File: src/rtl/timer32.sv
// timer32 : prescaled up-counter timer core.
//
// A prescaler divides PCLK by PRE+1 to produce a one-cycle tick. On each tick
// the count TMR increments, or wraps to 0 when it has reached TMRCMP. A wrap
// sets the sticky flag TMROV. A rising edge on TMROVCLR clears TMROV.
//
// Ports:
//   PCLK      in   clock
//   PRESETn   in   asynchronous active-low reset
//   TMREN     in   timer enable (level); low stops and clears TMR and prescaler
//   PRE       in   prescale terminal value, tick period = PRE+1 cycles
//   TMRCMP    in   compare/reload terminal value for TMR
//   TMROVCLR  in   overflow clear request, acts on its 0->1 edge only
//   TMR       out  current count (registered)
//   TMROV     out  sticky overflow/match flag (registered)
//
// There is no handshake. PRE and TMRCMP are not shadowed and are compared
// live, so a change takes effect at the next comparison.
module timer32 #(
   parameter int WIDTH = 32
) (
   input  logic             PCLK,
   input  logic             PRESETn,
   input  logic             TMREN,
   input  logic [WIDTH-1:0] PRE,
   input  logic [WIDTH-1:0] TMRCMP,
   input  logic             TMROVCLR,
   output logic [WIDTH-1:0] TMR,
   output logic             TMROV
);

   localparam logic [WIDTH-1:0] ONE = {{(WIDTH-1){1'b0}}, 1'b1};

   logic [WIDTH-1:0] pre_cnt;
   logic             clr_q;
   logic             tick;
   logic             ovf_set;
   logic             clr_pulse;

   // >= instead of ==: when PRE is lowered below the running prescale count,
   // the prescaler ends on the next edge and does not wrap through 2^WIDTH.
   assign tick      = TMREN & (pre_cnt >= PRE);
   // The same reasoning applies to TMRCMP. A lowered compare value wraps TMR
   // on the next tick.
   assign ovf_set   = tick & (TMR >= TMRCMP);
   assign clr_pulse = TMROVCLR & ~clr_q;

   // Prescaler
   always_ff @(posedge PCLK or negedge PRESETn) begin
      if (!PRESETn) begin
         pre_cnt <= '0;
      end else if (!TMREN || tick) begin
         pre_cnt <= '0;
      end else begin
         pre_cnt <= pre_cnt + ONE;
      end
   end

   // Counter. Disabling clears the count and leaves TMROV alone.
   always_ff @(posedge PCLK or negedge PRESETn) begin
      if (!PRESETn) begin
         TMR <= '0;
      end else if (!TMREN) begin
         TMR <= '0;
      end else if (ovf_set) begin
         TMR <= '0;
      end else if (tick) begin
         TMR <= TMR + ONE;
      end
   end

   // Sticky flag. A set wins over a simultaneous clear so that no event is
   // lost. A TMROVCLR held high produces no further pulses, so it cannot
   // block later sets.
   always_ff @(posedge PCLK or negedge PRESETn) begin
      if (!PRESETn) begin
         clr_q <= 1'b0;
         TMROV <= 1'b0;
      end else begin
         clr_q <= TMROVCLR;
         if (ovf_set) begin
            TMROV <= 1'b1;
         end else if (clr_pulse) begin
            TMROV <= 1'b0;
         end
      end
   end

endmodule

File: config.mk
export PLATFORM = sky130hd
export DESIGN_NAME = timer32
export DESIGN_NICKNAME = d
export VERILOG_FILES = /design/src/rtl/timer32.sv
export SDC_FILE = /design/constraint.sdc
export NUM_CORES = 1
export LEC_CHECK = 0
export ABC_AREA = 1
export CAP_MARGIN = 20
export CELL_PAD_IN_SITES_DETAIL_PLACEMENT = 0
export CELL_PAD_IN_SITES_GLOBAL_PLACEMENT = 1
export CORE_ASPECT_RATIO = 1.2
export CORE_MARGIN = 2
export CORE_UTILIZATION = 50
export CTS_CLUSTER_SIZE = 28
export DETAILED_ROUTE_END_ITERATION = 16
export DONT_BUFFER_PORTS = 1
export GPL_ROUTABILITY_DRIVEN = 0
export PLACE_DENSITY = 0.95
export REMOVE_ABC_BUFFERS = 1
export SLEW_MARGIN = 0
export SYNTH_ARGS = -nofsm -noshare
export SYNTH_HDL_FRONTEND = slang
export SYNTH_SLANG_ARGS = --single-unit
File: constraint.sdc
create_clock -name PCLK -period 3.2 [get_ports PCLK]
set_input_delay 0.64 -clock PCLK [delete_from_list [all_inputs] [get_ports PCLK]]
set_output_delay 0.64 -clock PCLK [all_outputs]
set_load 0.05 [all_outputs]
==> out/metrics.csv, run 1 <==
stage,metric,value,unit
final_layout,final instance area,0.00658,sq mm
critical_path,Buf/Inv on CP,1,
floorplan,Core ar.,0.0116,sq mm
synthesis,Syn. warnings,0,
drt,vias after detailed routing,5408,
clock_network,CTS tree,done,
synthesis,post-synth top area cell,dfrtp_1,
clock_network,clk_lat worst skew,0.34,ns
synthesis,Synth Register Bits,66,
critical_path,Top delay family on crit path,flip-flops,
clock_network,root buffer cell,clkbuf_16,
timing,Worst Tran Pin Value,0.690,ns
critical_path,Crit Path Category,flip-flop to flip-flop,
timing,setup TNS,0,ns
timing,Final Skew,0.0117,ns
synthesis,commonest cells in the netlist,"208 x nand2_1, 142 x inv_1, 111 x nor2_1",
synthesis,post-synth cell types,29,
placed_design,hpwl dp,11000,um
synthesis,sequential fraction of the synthesis area,0.279,
final_layout,diodes inserted,0,
timing,final hold viol count,0,
global_route,initial antenna violation count,0,
critical_path,Arrival @ worst endpoint,2.69,ns
status,status,finished clean,
synthesis,Synth Cell Area,0.00592,sq mm
drt,router iterations before antenna repair,4,
placed_design,port bufs,0,
synthesis,syn_area_per_cell,6.74,sq um
floorplan,cell row count,43,
timing,hold slack,0.172,ns
drt,ANT nets after route,0,
critical_path,cell repeated most along the worst path,nand2_1,
timing,Slew headroom,0.540,
critical_path,Critical Path RT,3.47,ns
timing,f_max,413,MHz
timing,min Tclk post-route,2.42,ns
global_route,vias in the first global route,5196,
drt,DRC viols,0,
worst_hold_path,Hold Path Class,primary input to async pin,
synthesis,"Primary FF master, synth",dfrtp_1,
final_layout,Final #Nets,1038,
critical_path,Worst path max stage delay,0.78,ns
drt,initial DRC count,215,
power_and_ir_drop,peak supply drop,0.218,mV
floorplan,I/O pin count,101,
critical_path,CP max stage cell,dfrtp_1,
placed_design,area post-placement,0.00628,sq mm
floorplan,die width,103,um
clock_network,"Hold-fix buffers, CTS",1,
clock_network,CTS H-tree lvls,3,
clock_network,clock buffer count from CTS,9,
critical_path,Critical Path Start Type,flip-flop,
synthesis,top-count cell post-synth,nand2_1,
floorplan,Starting Density,0.511,
synthesis,Async SR Flop Fraction,1.00,
clock_network,"CTS clk-pin slew, worst paths",0.06,ns
drt,Routed WL,14300,um
clock_network,Resize count post-CTS,0,
critical_path,Setup crit end kind,flip-flop,
synthesis,"top cells by area, synth","dfrtp_1 28%, ha_1 14%, nand2_1 13%, inv_1 9.0%, nor2_1 7.0%",
timing,RSZ-0062 raised after global routing,no,
timing,Slew Limit Fails,0,
final_layout,area grow syn2layout,11.2,%
clock_network,clk buf depth,2,
floorplan,total die area,0.0127,sq mm
drt,Vias/cell,5.07,
timing,final setup vio count,0,
synthesis,top-area cell type share of the netlist area,0.279,
timing,Final Cycle Share,0.757,
synthesis,Gate Count Post-Synth,878,
global_route,total grt overflow,0,
global_route,pin count of the biggest net entering global routing,67,
floorplan,Die H,123,um
power_and_ir_drop,Lkg Pwr,0.00330,uW
power_and_ir_drop,P per Cell Area,283,mW/mm^2
global_route,GRT Total Usage,0.239,
global_route,first-pass GRT wire length,23900,um
critical_path,Crit Path Max Fanout,33,
clock_network,# clock sinks,66,
run,# Max-Cap Violations,0,
clock_network,post-CTS repair timing setup buffer count,0,
critical_path,"Critical Path, Cell by Cell",ha_1 -> nand2_1 -> a21oi_1 -> nor2_1 -> nand2_1 -> nor2_1 -> nand2_1 -> nand2_1 -> buf_4 -> nand3_1 -> o21ai_1,
drt,WL/cell,13.4,um
synthesis,"EDFF count, synth",0,
final_layout,layout cells sized above 1,0.0891,
report_power, final:
group          leakage, uW  switching (uW)  internal [uW]
Combinational      0.00225            69.9           37.4
Clock             0.000131             373            541
Sequential        0.000918            4.38            839
state kept, by name, indices dropped and copies added (netlist names):
name / flops
pre_cnt: 32
clr_q: 1
TMROV: 1
TMR: 32
worst register-to-register path: stages, from the launching register on:
cell and delay, ns:
dfrtp_1 0.78, ha_1 0.37, nand2_1 0.07, a21oi_1 0.05
nor2_1 0.17, nand2_1 0.08, nor2_1 0.08, nand2_1 0.07
nand2_1 0.06, buf_4 0.32, nand3_1 0.14, o21ai_1 0.16
stage by stage:
step           total power [uW]   util  setup WS, ns  instances
6_report                   1860  0.569         0.778       1066
5_1_grt                    1940  0.569         0.607       1066
4_1_cts                    1890  0.569         0.756       1066
3_5_place_dp                947  0.543         0.689       1049
3_3_place_gp                944  0.543         0.733       1049
2_1_floorplan               927      -         0.256        856
placed cells by master (no fill, tap or decap), types with 33 or more instances in the layout:
cell,count
buf_4,36
dfrtp_1,66
ha_1,66
inv_1,142
nand2_1,208
nand3_1,57
nand4_1,45
nor2_1,110
o21ai_1,33
cell type report:
class / count / area [sq um]
Clock buffer: 11 / 243
Clock inverter: 5 / 30.0
Fill cell: 1165 / 4990
Inverter: 148 / 556
Multi-Input combinational cell: 642 / 3600
Sequential cell: 66 / 1650
Tap cell: 157 / 196
Timing Repair Buffer: 37 / 298
logic make-up (layout without fill, tap and decap cells):
| logic type | count (synthesis) | after routing | share of synthesized area |
|---|---|---|---|
| buffers and inverters | 170 | 201 | 0.112 |
| flip-flops | 66 | 66 | 0.279 |
| AND/OR/NAND/NOR | 463 | 463 | 0.345 |
| XOR/XNOR | 38 | 38 | 0.0563 |
| adder cells (fa/ha/maj) | 66 | 66 | 0.140 |
| AO/OA/AOI/OAI | 75 | 75 | 0.0683 |
layer usage:
layer  global-route usage  part of all wire  vias up
li1                     -                 -     2859
met1                0.275              0.42     2399
met2                0.431              0.51      119
met3               0.0486             0.041       31
met4               0.0905             0.028        0
met5                    0                 0        -
worst paths after layout:
check / start / end / slack [ns] / depth (start not counted)
worst max-delay path: TMR[13]$_DFFE_PN0P_ / TMR[2]$_DFFE_PN0P_ / 0.78 / 11
worst min register to register: clr_q$_DFF_PN0_ / TMROV$_DFFE_PN0P_ / 0.52 / 2
worst max register to register: TMR[13]$_DFFE_PN0P_ / TMR[2]$_DFFE_PN0P_ / 0.78 / 11
worst min-delay path: PRESETn / pre_cnt[21]$_DFF_PN0_ / 0.17 / 1
max in group asynchronous: PRESETn / TMR[27]$_DFFE_PN0P_ / 2.74 / 1
min in group PCLK: TMROVCLR / clr_q$_DFF_PN0_ / 0.33 / 0
Power figures use the tool's default switching activity.
==> inputs of run 2 (changes only) <==
--- a/config.mk
+++ b/config.mk
@@ -11,12 +11,12 @@
 export CELL_PAD_IN_SITES_GLOBAL_PLACEMENT = 1
 export CORE_ASPECT_RATIO = 1.2
 export CORE_MARGIN = 2
-export CORE_UTILIZATION = 50
+export CORE_UTILIZATION = 42
 export CTS_CLUSTER_SIZE = 28
 export DETAILED_ROUTE_END_ITERATION = 16
 export DONT_BUFFER_PORTS = 1
 export GPL_ROUTABILITY_DRIVEN = 0
-export PLACE_DENSITY = 0.95
+export PLACE_DENSITY = 0.86
 export REMOVE_ABC_BUFFERS = 1
 export SLEW_MARGIN = 0
 export SYNTH_ARGS = -nofsm -noshare
==> constraint.sdc (replaced) <==
create_clock -name PCLK -period 2 [get_ports PCLK]
set_input_delay 0.4 -clock PCLK [delete_from_list [all_inputs] [get_ports PCLK]]
set_output_delay 0.4 -clock PCLK [all_outputs]
set_load 0.05 [all_outputs]
==> out/metrics.csv, run 2 (synthesized netlist as in run 1, its figures left out) <==
stage,metric,value,unit,change
status,status,finished clean,,
critical_path,Critical Path Start Type,flip-flop,,
timing,final hold viol count,0,,unchanged
critical_path,Critical Path RT,2.26,ns,-1.21 ns
floorplan,die width,112,um,+8.8%
critical_path,Crit Path Max Fanout,8,,-76%
timing,Final Cycle Share,0.971,,+0.215
timing,Slew Limit Fails,0,,unchanged
drt,Routed WL,16700,um,+17%
power_and_ir_drop,Lkg Pwr,0.00363,uW,+10%
power_and_ir_drop,Clock Power Share,0.487,,-0.003
global_route,pin count of the biggest net entering global routing,67,,unchanged
power_and_ir_drop,Flop pwr share,0.440,,-0.012
timing,Final Skew,0.00665,ns,-0.00506 ns
timing,setup TNS,0,ns,unchanged
worst_hold_path,Hold Path Class,primary input to flip-flop,,
clock_network,root buffer cell,clkbuf_16,,
global_route,first-pass GRT wire length,26400,um,+11%
clock_network,CTS H-tree lvls,3,,unchanged
critical_path,Crit Path Category,flip-flop to flip-flop,,
timing,f_max,515,MHz,+25%
critical_path,CP endpoint,TMR[30]$_DFFE_PN0P_,,
floorplan,total die area,0.0151,sq mm,+18%
clock_network,clk buf depth,2,,unchanged
final_layout,most frequent cells in the layout,"198 x nand2_1, 141 x inv_1, 106 x nor2_1",,
drt,ANT nets after route,0,,unchanged
timing,final setup vio count,0,,unchanged
final_layout,layout cells sized above 1,0.181,,+0.0918
timing,Worst Tran Pin Value,0.463,ns,-0.227 ns
floorplan,cell row count,47,,+9.3%
final_layout,diodes inserted,0,,unchanged
critical_path,R2R setup slack,0.06,ns,-0.72 ns
timing,Slew headroom,0.692,,+0.151
clock_network,# clock sinks,66,,unchanged
clock_network,"CTS clk-pin slew, worst paths",0.06,ns,about the same
critical_path,Worst R2R End,TMR[30]$_DFFE_PN0P_,,
clock_network,clk_lat worst skew,0.33,ns,about the same
final_layout,"most common cell after layout, fill and taps aside",nand2_1,,
drt,WL/cell,14.9,um,+11%
drt,Vias/cell,5.09,,+0.26%
global_route,GRT Total Usage,0.216,,-0.0232
floorplan,Die H,134,um,+8.8%
critical_path,"Critical Path, Cell by Cell",ha_4 -> nand2_2 -> nor2_2 -> nand4_1 -> nor2_2 -> nand2_4 -> nand2_4 -> nand2_8 -> clkbuf_16 -> o21ai_4,,
floorplan,Starting Density,0.430,,-0.0815
critical_path,reg2reg start,pre_cnt[21]$_DFF_PN0_,,
floorplan,Core ar.,0.0138,sq mm,+19%
critical_path,CP max stage cell,dfrtp_1,,
run,# Max-Cap Violations,0,,unchanged
clock_network,CTS tree,done,,
power_and_ir_drop,combinational power share,0.072,,+0.014
drt,initial DRC count,316,,+47%
final_layout,Final #Nets,1080,,+4.0%
clock_network,clock buffer count from CTS,9,,unchanged
final_layout,Filler Cell Count,1398,,+20%
critical_path,crit path from,pre_cnt[21]$_DFF_PN0_,,
global_route,total grt overflow,0,,unchanged
critical_path,Arrival @ worst endpoint,2.21,ns,-0.48 ns
power_and_ir_drop,Switching Fraction,0.250,,+0.0101
drt,DRC viols,0,,unchanged
critical_path,Worst path max stage delay,0.41,ns,-0.37 ns
floorplan,I/O pin count,101,,unchanged
power_and_ir_drop,P per Cell Area,417,mW/mm^2,+47%
final_layout,biggest regs,"TMR x32, pre_cnt x32",,
critical_path,path depth of the worst reg2reg path,10,,-1
timing,min Tclk post-route,1.94,ns,-0.479 ns
global_route,initial antenna violation count,0,,unchanged
power_and_ir_drop,Int Pwr,2300,uW,+62%
power_and_ir_drop,Psw,765,uW,+71%
final_layout,area grow syn2layout,24.1,%,
global_route,vias in the first global route,5588,,+7.5%
final_layout,multi-input logic area,0.00391,sq mm,+8.6%
final_layout,Final Util,0.533,,-0.0352
power_and_ir_drop,peak supply drop,0.298,mV,+37%
critical_path,Setup crit end kind,flip-flop,,
timing,RSZ-0062 raised after global routing,yes,,
placed_design,port bufs,0,,unchanged
placed_design,hpwl dp,12200,um,+11%
drt,vias after detailed routing,5707,,+5.5%
drt,router iterations before antenna repair,5,,+1
final_layout,FF+latch area,0.00165,sq mm,about the same
## run 2: cell count changes in the layout (fill, tap and decap cells not counted), sizes merged
cell,delta
buf,+38
clkbuf,+3
dlygate4sd3,+1
## run 2: power groups by stage
stage / combinational [uW] / clock, uW / sequential (uW)
2_1_floorplan: 113 / 0 / 1370
3_3_place_gp: 144 / 0 / 1370
3_5_place_dp: 147 / 0 / 1370
4_1_cts: 185 / 1520 / 1350
5_1_grt: 261 / 1570 / 1350
6_report: 222 / 1490 / 1350
## run 2: how the worst min path moves through the flow
stage | from | cells after the start | slack, ns | endpoint
6_report | TMROVCLR | 0 | 0.09 | clr_q$_DFF_PN0_
3_3_place_gp | PRESETn | 0 | 0.11 | TMR[31]$_DFFE_PN0P_
2_1_floorplan | PRESETn | 0 | 0.10 | TMROV$_DFFE_PN0P_
4_1_cts | TMROVCLR | 0 | 0.08 | clr_q$_DFF_PN0_
3_5_place_dp | PRESETn | 0 | 0.11 | TMR[31]$_DFFE_PN0P_
5_1_grt | TMROVCLR | 0 | 0.09 | clr_q$_DFF_PN0_
## run 2: stage by stage
step / total power (uW) / hold WS, ns / setup WS [ns] / std cells / area, sq um
finish: 3060 / 0.0947 / 0.0570 / 1122 / 7340
CTS: 3050 / 0.0834 / 0.0298 / 1108 / 6850
detailed placement: 1520 / 0.106 / -0.0505 / 1090 / 6540
floorplan: 1480 / 0.104 / -0.783 / 856 / 5810
global route: 3180 / 0.0862 / -0.0576 / 1122 / 7340
global placement: 1520 / 0.107 / -0.0612 / 1090 / 6540
## run 2: timing repair
action | 4_1_cts | 5_1_grt
endpoints found under the setup margin | 5 | 53
pin swaps | 0 | 14
hold endpoints to repair | 66 | 0
hold buffers | 2 | 0
resized for setup | 1 | 68
gates cloned | 0 | 4
setup buffers | 0 | 10
## run 2: layout make-up
class,instances,share of cell area
well taps,171,0.0291
multi-input cells,642,0.533
flip-flops and latches,66,0.225
clock buffers,11,0.0331
clock inverters,5,0.00409
repair buffers,79,0.0997
inverters,148,0.0757
## run 2: layer usage
layer / global-route usage / wire length (um)
met1: 0.256 / 6980
met2: 0.398 / 8780
met3: 0.0352 / 596
met4: 0.0664 / 357
met5: 0 / 0
## run 2: worst max-delay path, delay by kind of cell (launching register included)
family | cells | cell delay [ns]
and+or+nand+nor | 7 | 0.86
DFF | 1 | 0.41
adders and majority gates | 1 | 0.28
buffers and inverters | 1 | 0.19
AOI/OAI and AO/OA | 1 | 0.14
==> inputs of run 3 (changes only) <==
--- a/config.mk
+++ b/config.mk
@@ -6,15 +6,15 @@
 export NUM_CORES = 1
 export LEC_CHECK = 0
 export ABC_AREA = 1
+export BUFFER_PORTS_ARGS = -buffer_cell sky130_fd_sc_hd__buf_2
 export CAP_MARGIN = 20
 export CELL_PAD_IN_SITES_DETAIL_PLACEMENT = 0
 export CELL_PAD_IN_SITES_GLOBAL_PLACEMENT = 1
 export CORE_ASPECT_RATIO = 1.2
 export CORE_MARGIN = 2
-export CORE_UTILIZATION = 42
+export CORE_UTILIZATION = 37
 export CTS_CLUSTER_SIZE = 28
 export DETAILED_ROUTE_END_ITERATION = 16
-export DONT_BUFFER_PORTS = 1
 export GPL_ROUTABILITY_DRIVEN = 0
 export PLACE_DENSITY = 0.86
 export REMOVE_ABC_BUFFERS = 1
==> out/metrics.csv, run 3 (synthesized netlist as in run 1, its figures left out) <==
stage,metric,value,unit,change
placed_design,port bufs,100,,+100
final_layout,area grow syn2layout,36.0,%,
drt,vias after detailed routing,6163,,+8.0%
floorplan,total die area,0.0170,sq mm,+13%
global_route,GRT Total Usage,0.196,,-0.0197
critical_path,Top delay family on crit path,compound AO/OA/AOI/OAI gates,,
final_layout,FF+latch area,0.00165,sq mm,about the same
clock_network,clk buf depth,2,,unchanged
final_layout,most frequent cells in the layout,"201 x nand2_1, 138 x inv_1, 100 x buf_2",,
floorplan,I/O pin count,101,,unchanged
timing,min Tclk post-route,1.96,ns,+0.0218 ns
placed_design,hpwl dp,13100,um,+7.0%
final_layout,Final Non-Filler Cells,1263,,+13%
drt,router iterations before antenna repair,5,,unchanged
critical_path,Critical Path Start Type,flip-flop,,
critical_path,"Critical Path, Cell by Cell",ha_1 -> a21oi_1 -> o21a_1 -> nand2_1 -> a21oi_4 -> buf_4 -> nand3_4 -> clkbuf_16 -> nor2_1,,
critical_path,Crit Path Max Fanout,12,,+4
drt,Vias/cell,4.88,,-4.1%
clock_network,CTS H-tree lvls,3,,unchanged
critical_path,Setup crit end kind,flip-flop,,
timing,Slew headroom,0.624,,-0.0674
timing,Slew Limit Fails,0,,unchanged
timing,RSZ-0062 raised after global routing,yes,,
critical_path,CP max stage cell,dfrtp_1,,
floorplan,die width,119,um,+6.3%
drt,initial DRC count,274,,-13%
power_and_ir_drop,Lkg Pwr,0.00415,uW,+14%
final_layout,Filler Cell Count,1569,,+12%
clock_network,"CTS clk-pin slew, worst paths",0.05,ns,about the same
clock_network,root buffer cell,clkbuf_16,,
timing,final setup vio count,0,,unchanged
run,# Max-Cap Violations,0,,unchanged
timing,final hold viol count,0,,unchanged
clock_network,CTS tree,done,,
floorplan,Die H,143,um,+6.3%
timing,setup TNS,0,ns,unchanged
final_layout,layout cells sized above 1,0.266,,+0.0855
final_layout,Final #Nets,1184,,+9.6%
timing,Final Cycle Share,0.982,,+0.0109
clock_network,# clock sinks,66,,unchanged
critical_path,Crit Path Category,flip-flop to flip-flop,,
global_route,pin count of the biggest net entering global routing,34,,-49%
critical_path,Worst path max stage delay,0.39,ns,-0.02 ns
timing,f_max,509,MHz,-1.1%
global_route,initial antenna violation count,0,,unchanged
clock_network,clk_lat worst skew,0.33,ns,about the same
floorplan,Starting Density,0.378,,-0.0517
critical_path,Buf/Inv on CP,2,,+1
drt,Routed WL,17700,um,+6.1%
final_layout,diodes inserted,0,,unchanged
timing,Final Skew,0.00696,ns,+0.000301 ns
final_layout,"most common cell after layout, fill and taps aside",nand2_1,,
drt,DRC viols,0,,unchanged
clock_network,clock buffer count from CTS,9,,unchanged
status,status,finished clean,,
drt,WL/cell,14.0,um,-5.8%
final_layout,biggest regs,"TMR x32, pre_cnt x32",,
placed_design,dpl cells,1229,,+13%
drt,ANT nets after route,0,,unchanged
global_route,total grt overflow,0,,unchanged
global_route,first-pass GRT wire length,26900,um,+2.1%
floorplan,cell row count,50,,+6.4%
global_route,vias in the first global route,5789,,+3.6%
critical_path,Arrival @ worst endpoint,2.22,ns,about the same
power_and_ir_drop,P per Cell Area,395,mW/mm^2,-5.3%
timing,Worst Tran Pin Value,0.564,ns,+0.101 ns
worst_hold_path,Hold Path Class,primary input to flip-flop,,
final_layout,multi-input logic area,0.00392,sq mm,about the same
floorplan,Core ar.,0.0156,sq mm,+14%
critical_path,Critical Path RT,2.25,ns,about the same
power_and_ir_drop,peak supply drop,0.257,mV,-14%
run 3: cell count changes in the layout (fill, tap and decap cells not counted), moves of 4 or more:
cell,delta
buf_12,+7
buf_2,+100
buf_6,-5
ha_1,+6
ha_4,-6
nor2_1,-14
nor2_2,+4
nor2_4,+10
run 3: layout make-up:
class	count	area share
clock buffer	14	0.0341
timing repair buffer	183	0.171
tap	208	0.0323
multi-input combinational	642	0.487
inverter	148	0.0691
sequential	66	0.205
clock inverter	2	0.00124
run 3: per-layer routing:
| layer | routed length, um | track usage |
|---|---|---|
| met1 | 7380 | 0.228 |
| met2 | 9450 | 0.375 |
| met3 | 624 | 0.0308 |
| met4 | 272 | 0.0471 |
| met5 | 0 | 0 |
run 3: path summary, 6_finish.rpt:
| check | from | endpoint | slack, ns | depth (start not counted) |
|---|---|---|---|---|
| setup / recovery | pre_cnt[31]$_DFF_PN0_ | pre_cnt[13]$_DFF_PN0_ | 0.04 | 9 |
| hold / removal | TMROVCLR | clr_q$_DFF_PN0_ | 0.23 | 1 |
| setup reg to reg | pre_cnt[31]$_DFF_PN0_ | pre_cnt[13]$_DFF_PN0_ | 0.04 | 9 |
| hold reg to reg | pre_cnt[0]$_DFF_PN0_ | pre_cnt[0]$_DFF_PN0_ | 0.50 | 1 |
| max in group asynchronous | PRESETn | TMR[11]$_DFFE_PN0P_ | 0.94 | 3 |
| min in group asynchronous | PRESETn | TMR[21]$_DFFE_PN0P_ | 0.51 | 2 |
run 3: what timing repair did:
| item | CTS | global route |
|---|---|---|
| hold buffers | 1 | 0 |
| endpoints found under the hold margin | 10 | 0 |
| endpoints found under the setup margin | 0 | 65 |
| setup buffers | 0 | 10 |
| resized for setup | 0 | 86 |
run 3: power by group:
group          switching (uW)  internal [uW]
clock network             591            938
registers                5.20           1340
logic                     170            134
total                     766           2410
run 3: worst register-to-register path: stages, from the launching register on:
cell and delay (ns):
dfrtp_1 0.39, ha_1 0.30, a21oi_1 0.18, o21a_1 0.14
nand2_1 0.08, a21oi_4 0.17, buf_4 0.15, nand3_4 0.13
clkbuf_16 0.24, nor2_1 0.11
run 3: per-stage QoR:
stage | utilization | hold slack (ns) | worst slack, ns | power (uW) | cell area, sq um
2_1_floorplan | - | 0.104 | -0.783 | 1480 | 5810
3_3_place_gp | 0.459 | 0.336 | -0.0637 | 1630 | 7170
3_5_place_dp | 0.459 | 0.338 | -0.114 | 1640 | 7170
4_1_cts | 0.477 | 0.216 | 0.00863 | 3160 | 7470
5_1_grt | 0.514 | 0.219 | -0.0735 | 3310 | 8050
6_report | 0.514 | 0.231 | 0.0352 | 3180 | 8050
